`config.mk`:
```
export PLATFORM = sky130hd
export DESIGN_NAME = fetch_unit
export DESIGN_NICKNAME = d
export VERILOG_FILES = /design/src/rtl/fetch_unit_pkg.sv /design/src/rtl/if_id_register.sv /design/src/rtl/fetch_unit.sv
export SDC_FILE = /design/constraint.sdc
export NUM_CORES = 1
export LEC_CHECK = 0
export CORE_ASPECT_RATIO = 1.75
export CORE_MARGIN = 3
export CORE_UTILIZATION = 46
export CTS_CLUSTER_DIAMETER = 30
export DETAILED_ROUTE_END_ITERATION = 10
export GPL_TIMING_DRIVEN = 0
export PLACE_DENSITY = 0.77
export SLEW_MARGIN = 20
export SYNTH_ARGS = -nofsm -noshare
export SYNTH_HDL_FRONTEND = slang
export SYNTH_SLANG_ARGS = --single-unit
export TNS_END_PERCENT = 100
```
`constraint.sdc`:
```
create_clock -name clk -period 2.4 [get_ports clk]
set_clock_uncertainty 0.1 [all_clocks]
set_input_delay 0.24 -clock clk [delete_from_list [all_inputs] [get_ports clk]]
set_output_delay 0.24 -clock clk [all_outputs]
set_load 0.1 [all_outputs]
```
`src/rtl/fetch_unit_pkg.sv`:
```
// Shared definitions for the instruction fetch unit.
//   XLEN    : default address / PC width
//   NOP     : instruction word loaded into IF/ID on flush and reset
//   state_t : fetch FSM states
package fetch_unit_pkg;

    localparam int XLEN = 64;

    localparam logic [31:0] NOP = 32'h00000013;

    typedef enum logic [1:0] {
        FETCH   = 2'd0,  // request outstanding at pc
        HOLD    = 2'd1,  // word fetched under stall, parked in the hold buffer
        DISCARD = 2'd2   // redirected while a response was pending; drop it
    } state_t;

endpackage

```
`src/rtl/if_id_register.sv`:
```
// IF/ID pipeline register.
//   clk, reset          : clock, synchronous active-high reset
//   load                : capture load_pc / load_instr, set valid
//   flush               : squash to NOP with valid=0; pc is kept; beats load
//   load_pc, load_instr : incoming fetch packet
//   pc, instr, valid    : registered IF/ID contents
// With neither load nor flush asserted the contents hold, which is how a
// stall is realised.
module if_id_register
    import fetch_unit_pkg::*;
#(
    parameter int XLEN = fetch_unit_pkg::XLEN
) (
    input  logic            clk,
    input  logic            reset,
    input  logic            load,
    input  logic            flush,
    input  logic [XLEN-1:0] load_pc,
    input  logic [31:0]     load_instr,
    output logic [XLEN-1:0] pc,
    output logic [31:0]     instr,
    output logic            valid
);

    always_ff @(posedge clk) begin
        if (reset) begin
            pc    <= '0;
            instr <= NOP;
            valid <= 1'b0;
        end else if (flush) begin
            instr <= NOP;
            valid <= 1'b0;
        end else if (load) begin
            pc    <= load_pc;
            instr <= load_instr;
            valid <= 1'b1;
        end
    end

endmodule

```
`src/rtl/fetch_unit.sv`:
```
// Instruction fetch unit: PC register, fetch FSM, hold buffer and IF/ID.
//   clk, reset     : clock, synchronous active-high reset
//   switch_branch  : taken-branch redirect, target in branch_target
//   Flush          : squash IF/ID to NOP
//   stall          : hold PC and IF/ID
//   imem_req/addr  : request strobe and fetch address (addr is the PC)
//   imem_rdata/valid : returned word; may arrive any cycle from the request on
//   if_id_*        : IF/ID register outputs
module fetch_unit #(
    parameter int              XLEN     = fetch_unit_pkg::XLEN,
    parameter logic [XLEN-1:0] RESET_PC = '0
) (
    input  logic            clk,
    input  logic            reset,
    input  logic            switch_branch,
    input  logic            Flush,
    input  logic [XLEN-1:0] branch_target,
    input  logic            stall,
    output logic            imem_req,
    output logic [XLEN-1:0] imem_addr,
    input  logic [31:0]     imem_rdata,
    input  logic            imem_valid,
    output logic [XLEN-1:0] if_id_pc,
    output logic [31:0]     if_id_instr,
    output logic            if_id_valid
);

    import fetch_unit_pkg::*;

    localparam logic [XLEN-1:0] PC_STEP = XLEN'(4);

    state_t          state, state_nxt;
    logic [XLEN-1:0] pc, pc_nxt;
    logic [XLEN-1:0] hold_pc, hold_pc_nxt;
    logic [31:0]     hold_instr, hold_instr_nxt;

    logic            ld;
    logic [XLEN-1:0] ld_pc;
    logic [31:0]     ld_instr;

    assign imem_addr = pc;

    always_ff @(posedge clk) begin
        if (reset) begin
            state      <= FETCH;
            pc         <= RESET_PC;
            hold_pc    <= '0;
            hold_instr <= NOP;
        end else begin
            state      <= state_nxt;
            pc         <= pc_nxt;
            hold_pc    <= hold_pc_nxt;
            hold_instr <= hold_instr_nxt;
        end
    end

    always_comb begin
        state_nxt      = state;
        pc_nxt         = pc;
        hold_pc_nxt    = hold_pc;
        hold_instr_nxt = hold_instr;
        imem_req       = 1'b0;
        ld             = 1'b0;
        ld_pc          = pc;
        ld_instr       = imem_rdata;
        case (state)
            FETCH: begin
                imem_req = 1'b1;
                if (switch_branch) begin
                    // A response already here is simply dropped; one still in
                    // flight must be swallowed in DISCARD.
                    pc_nxt    = branch_target;
                    state_nxt = imem_valid ? FETCH : DISCARD;
                end else if (imem_valid) begin
                    pc_nxt = pc + PC_STEP;
                    if (stall) begin
                        // IF/ID is frozen, so park the word and stop requesting.
                        hold_pc_nxt    = pc;
                        hold_instr_nxt = imem_rdata;
                        state_nxt      = HOLD;
                    end else begin
                        ld = 1'b1;
                    end
                end
            end
            HOLD: begin
                if (switch_branch) begin
                    pc_nxt    = branch_target;
                    state_nxt = FETCH;
                end else if (!stall) begin
                    ld        = 1'b1;
                    ld_pc     = hold_pc;
                    ld_instr  = hold_instr;
                    state_nxt = FETCH;
                end
            end
            DISCARD: begin
                if (switch_branch) pc_nxt = branch_target;
                if (imem_valid) state_nxt = FETCH;
            end
            default: state_nxt = FETCH;
        endcase
    end

    if_id_register #(.XLEN(XLEN)) u_if_id (
        .clk        (clk),
        .reset      (reset),
        .load       (ld),
        .flush      (Flush),
        .load_pc    (ld_pc),
        .load_instr (ld_instr),
        .pc         (if_id_pc),
        .instr      (if_id_instr),
        .valid      (if_id_valid)
    );

endmodule
```
==> results summary, run 1 <==
The register-to-register setup slack is -0.08 ns. The final sum of negative setup slack is -0.178 ns. The number of primary I/O pins came out at 264. Once the floorplan was initialized, standard cells occupied 47.2% of the core. The pin count of the biggest net entering global routing is 15. The layout cell share with drive strength beyond 1 is 17.6%. The launch point of the worst reg-to-reg path is imem_addr[7].

Broken down by cell family, the worst path's largest delay share belongs to simple AND/OR/NAND/NOR gates. The share of total power dissipated in sequential elements is 34.8%. The share of the yosys chip area belonging to registers came out at 42.8%. Yosys printed 0 warnings. The fmax is 403 MHz.

In this design, the stage delay of the slowest critical-path cell is 0.66 ns. In the global route stage, overall resource usage came out at 33.8%. The count of max-cap constraint violations is 0. The total internal power came out at 8.74 mW. The vertical die dimension came out at 221 um.

The routed design uses 24.3 mm of met2 wire. After the first detailed-routing iteration, the DRC count stood at 1356. The number of levels in the clock H-tree came out at 2. For this run, the post-layout net count is 1975. nand2_1 is the most common cell in the netlist. The buffer and inverter count on the worst path came out at 1. The final cell count without fillers is 2215. The full die area came out at 28400 sq um. The maximum number of buffers from clock root to sink is 3. For the worst flop-to-flop path, the logic depth is 7. For this run, the leading register cell type out of synthesis is dfxtp_1. The switching fraction of total power is 36.3%. The highest layer touched by signal routing is met4. The number of nets with antenna violations after routing is 0. Of the total power, combinational logic draws 23.5%. The total chip power came out at 13.7 mW. Of all cell types, the one taking the most synthesized area is dfxtp_1. The final reports fail on negative setup slack. The count of cells along the worst hold path is 3. By area the synthesized netlist is led by dfxtp_1, nand2_1, mux2i_1, a211oi_1, a21oi_1. The worst setup path is launched from a flop. The net switching power of the design is 4.98 mW. The signal arrival time at the worst endpoint is 2.83 ns.

The final period demand of the worst path is 2.48 ns. Among all stages on the critical path, the largest delay is contributed by or4_4. The number of sinks handled by clock tree synthesis came out at 259. The final period utilization is 104%. After synthesis the cells add up to 12100 sq um. The detailed-routing wirelength on met1 is 17.2 mm. At the pin with the least slew margin, the transition time is 1.09 ns. The path with the worst hold slack has its endpoint at state[0].

The largest fanout on the critical path is 7. The fill cell instance count of the final layout came out at 2182. For this run, design rule violations remaining after detail routing come to 0. The worst supply voltage drop on vdd came out at 0.542 mV. The TritonCTS buffer count is 37. The number of endpoints failing setup at the final stage came out at 3. The register bit count reported by yosys is 259. The path class of the tightest hold or removal check is primary input to flop. The count of flip-flops with a built-in enable after synthesis is 0. The total wirelength of the detailed-routed design came out at 50.4 mm. The cell that appears most often on the critical path is nand4_1. The final hold violation count came to 0. The area added between synthesis and finish is 45.1%. Setup repair after global routing could not meet its margin everywhere. The final routed wire length divided by cell count is 22.7 um. The worst setup path is of the flop to flop kind. The source of the worst hold timing path is imem_valid. The count of cell types in the netlist came out at 65. The cell count after placement is 2093. The tree is rooted in a clkbuf_16. The number of global-route vias before repair came out at 13029. The detailed-route vias per instance is 6.14. The placement row count is 77. The first-pass GRT wire length is 73.5 mm. The clock latency on the worst-skew pair came out at 0.55 ns. The endpoint class of the critical path is a flop. The static leakage came out at 6.51 nW.

Detailed placement ended at an HPWL of 35.2 mm. The horizontal extent of the die is 129 um. The fraction of registers with async set or reset after synthesis is 0%. OpenSTA, run right after detailed placement, puts the worst setup slack at -0.961 ns. After synthesis, the most frequently instantiated cells are nand2_1, dfxtp_1, nor2_1. Port buffering added 260 buffers. The number of detailed-routing iterations run before antenna repair came out at 6. The post-CTS clock slew at the launch and capture registers of the worst setup and hold paths is 0.06 ns. Across all setup checks in the final design, the least slack found is -0.0843 ns.

The number of hold buffers added after CTS was 0. The weighted congestion at the end of routability-driven global placement came out at 1.04. The share of total power dissipated in the clock network is 41.8%.

The worst path required time is 2.75 ns. After floorplanning, the core was sized to cover 25600 sq um. TritonCTS built the clock tree. Dividing the synthesized area by the synthesized cell count gives 7.98 sq um. The proportion of netlist area held by the largest area contributor came out at 42.8%.

The met3 routed wirelength came out at 4.19 mm. The number of antenna violations at the first check in global routing came out at 0. In this run the tightest slew margin relative to its limit is 27.8%.

The number of nets in the synthesized netlist is 1623. After global routing the overflow that remains totals 0. Counting every instance in the synthesized netlist gives 1517. The total via count in the routed design is 13594.

The run finished, with violations left. The critical path goes through buf_8 -> nand4_1 -> or4_4 -> nor2_4 -> nand4_1 -> or4_1 -> a31oi_1. The endpoint identified for the worst register-to-register timing path is imem_addr[33]. The total count of max-transition violations in the final report came out at 0. The power density over the cells came out at 781 nW/um^2.
==> stage by stage <==
stage	instance area, sq um	utilization, %	hold WS (ns)
after global placement	15300	59.7	0.341
after global routing	17600	68.5	0.145
after floorplan	12300	-	0.255
after CTS	17200	67.1	0.107
final	17600	68.5	0.115
after detailed placement	15300	59.7	0.346
==> power by group through the flow <==
stage	Sequential (mW)	Clock [mW]	Combinational, mW
finish	4.77	5.73	3.22
global route	4.79	5.89	3.35
CTS	4.76	5.73	3.12
detailed placement	4.85	0	3.04
global placement	4.84	0	3.03
floorplan	5.98	0	0.917
==> flip-flops by register name, summed over array words and instances, names as in the netlist <==
name / flops
hold_pc: 64
u_if_id.valid: 1
state: 2
imem_addr: 64
u_if_id.instr: 32
u_if_id.pc: 64
hold_instr: 32
==> logic make-up after synthesis <==
logic type	after synthesis	share of synthesized area, %
AO/OA/AOI/OAI	387	20.3
adder cells (fa/ha/maj)	4	0.414
buffers and inverters	153	5.16
flip-flops	259	42.8
multiplexers	98	8.12
AND/OR/NAND/NOR	616	23.2
==> what timing repair did <==
action | 4_1_cts | 5_1_grt
pin swaps | 23 | 21
setup buffers | 38 | 17
endpoints found under the setup margin | 305 | 168
resized for setup | 176 | 119
==> cell type report <==
cell class                      instances  area, sq um  area share (%)
Antenna cell                            1         2.50          0.0142
Buffer                                146          812            4.62
Clock buffer                           41          993            5.66
Clock inverter                         27          313            1.78
Inverter                                5         18.8           0.107
Multi-Input combinational cell       1105         6660            37.9
Sequential cell                       259         5330            30.3
Tap cell                              316          395            2.25
Timing Repair Buffer                  315         3040            17.3
==> layout by cell type, fill, tap and decap left out, drive strengths merged, types with 21 or more instances in the layout <==
cell and n:
mux2i 97, nand4 31, a31oi 21, clkbuf 151
nor3 21, a211oi 102, nand2 281, nand3 49
dlygate4sd2 48, dlymetal6s2s 26, a21oi 138, clkdlybuf4s50 186
o21ai 45, dfxtp 259, nor2 147, buf 90
==> layer usage <==
layer / up-vias / GRT usage (%)
met4: 0 / 26.9
met2: 819 / 57.7
met1: 6334 / 36.0
li1: 6168 / -
met3: 273 / 6.21
met5: - / 0
==> worst max-delay path by stage <==
| stage | startpoint | to | slack [ns] | cells after the start |
|---|---|---|---|---|
| detailed placement | switch_branch | u_if_id.pc[24] | -0.96 | 8 |
| global placement | switch_branch | u_if_id.pc[55] | -0.96 | 8 |
| global route | imem_addr[7] | imem_addr[33] | -0.28 | 7 |
| floorplan | imem_addr[7] | imem_addr[59] | -0.11 | 8 |
| finish | imem_addr[7] | imem_addr[33] | -0.08 | 7 |
| CTS | state[1] | imem_addr[29] | -0.12 | 8 |
==> worst register-to-register path: cells and delay by family, from the launching register on <==
| family | cells | cell delay (ns) |
|---|---|---|
| compound gates | 1 | 0.24 |
| buf+inv | 1 | 0.11 |
| simple gates | 5 | 1.59 |
| flops | 1 | 0.35 |
Note: power is estimated with default switching activity, not from simulation.
==> run 2: changes to the inputs <==
Settings changed: ABC_CLOCK_PERIOD_IN_PS set to 2400.
==> results of run 2 <==
Same layout as run 1: the final DEF is identical, and so are final timing and power.
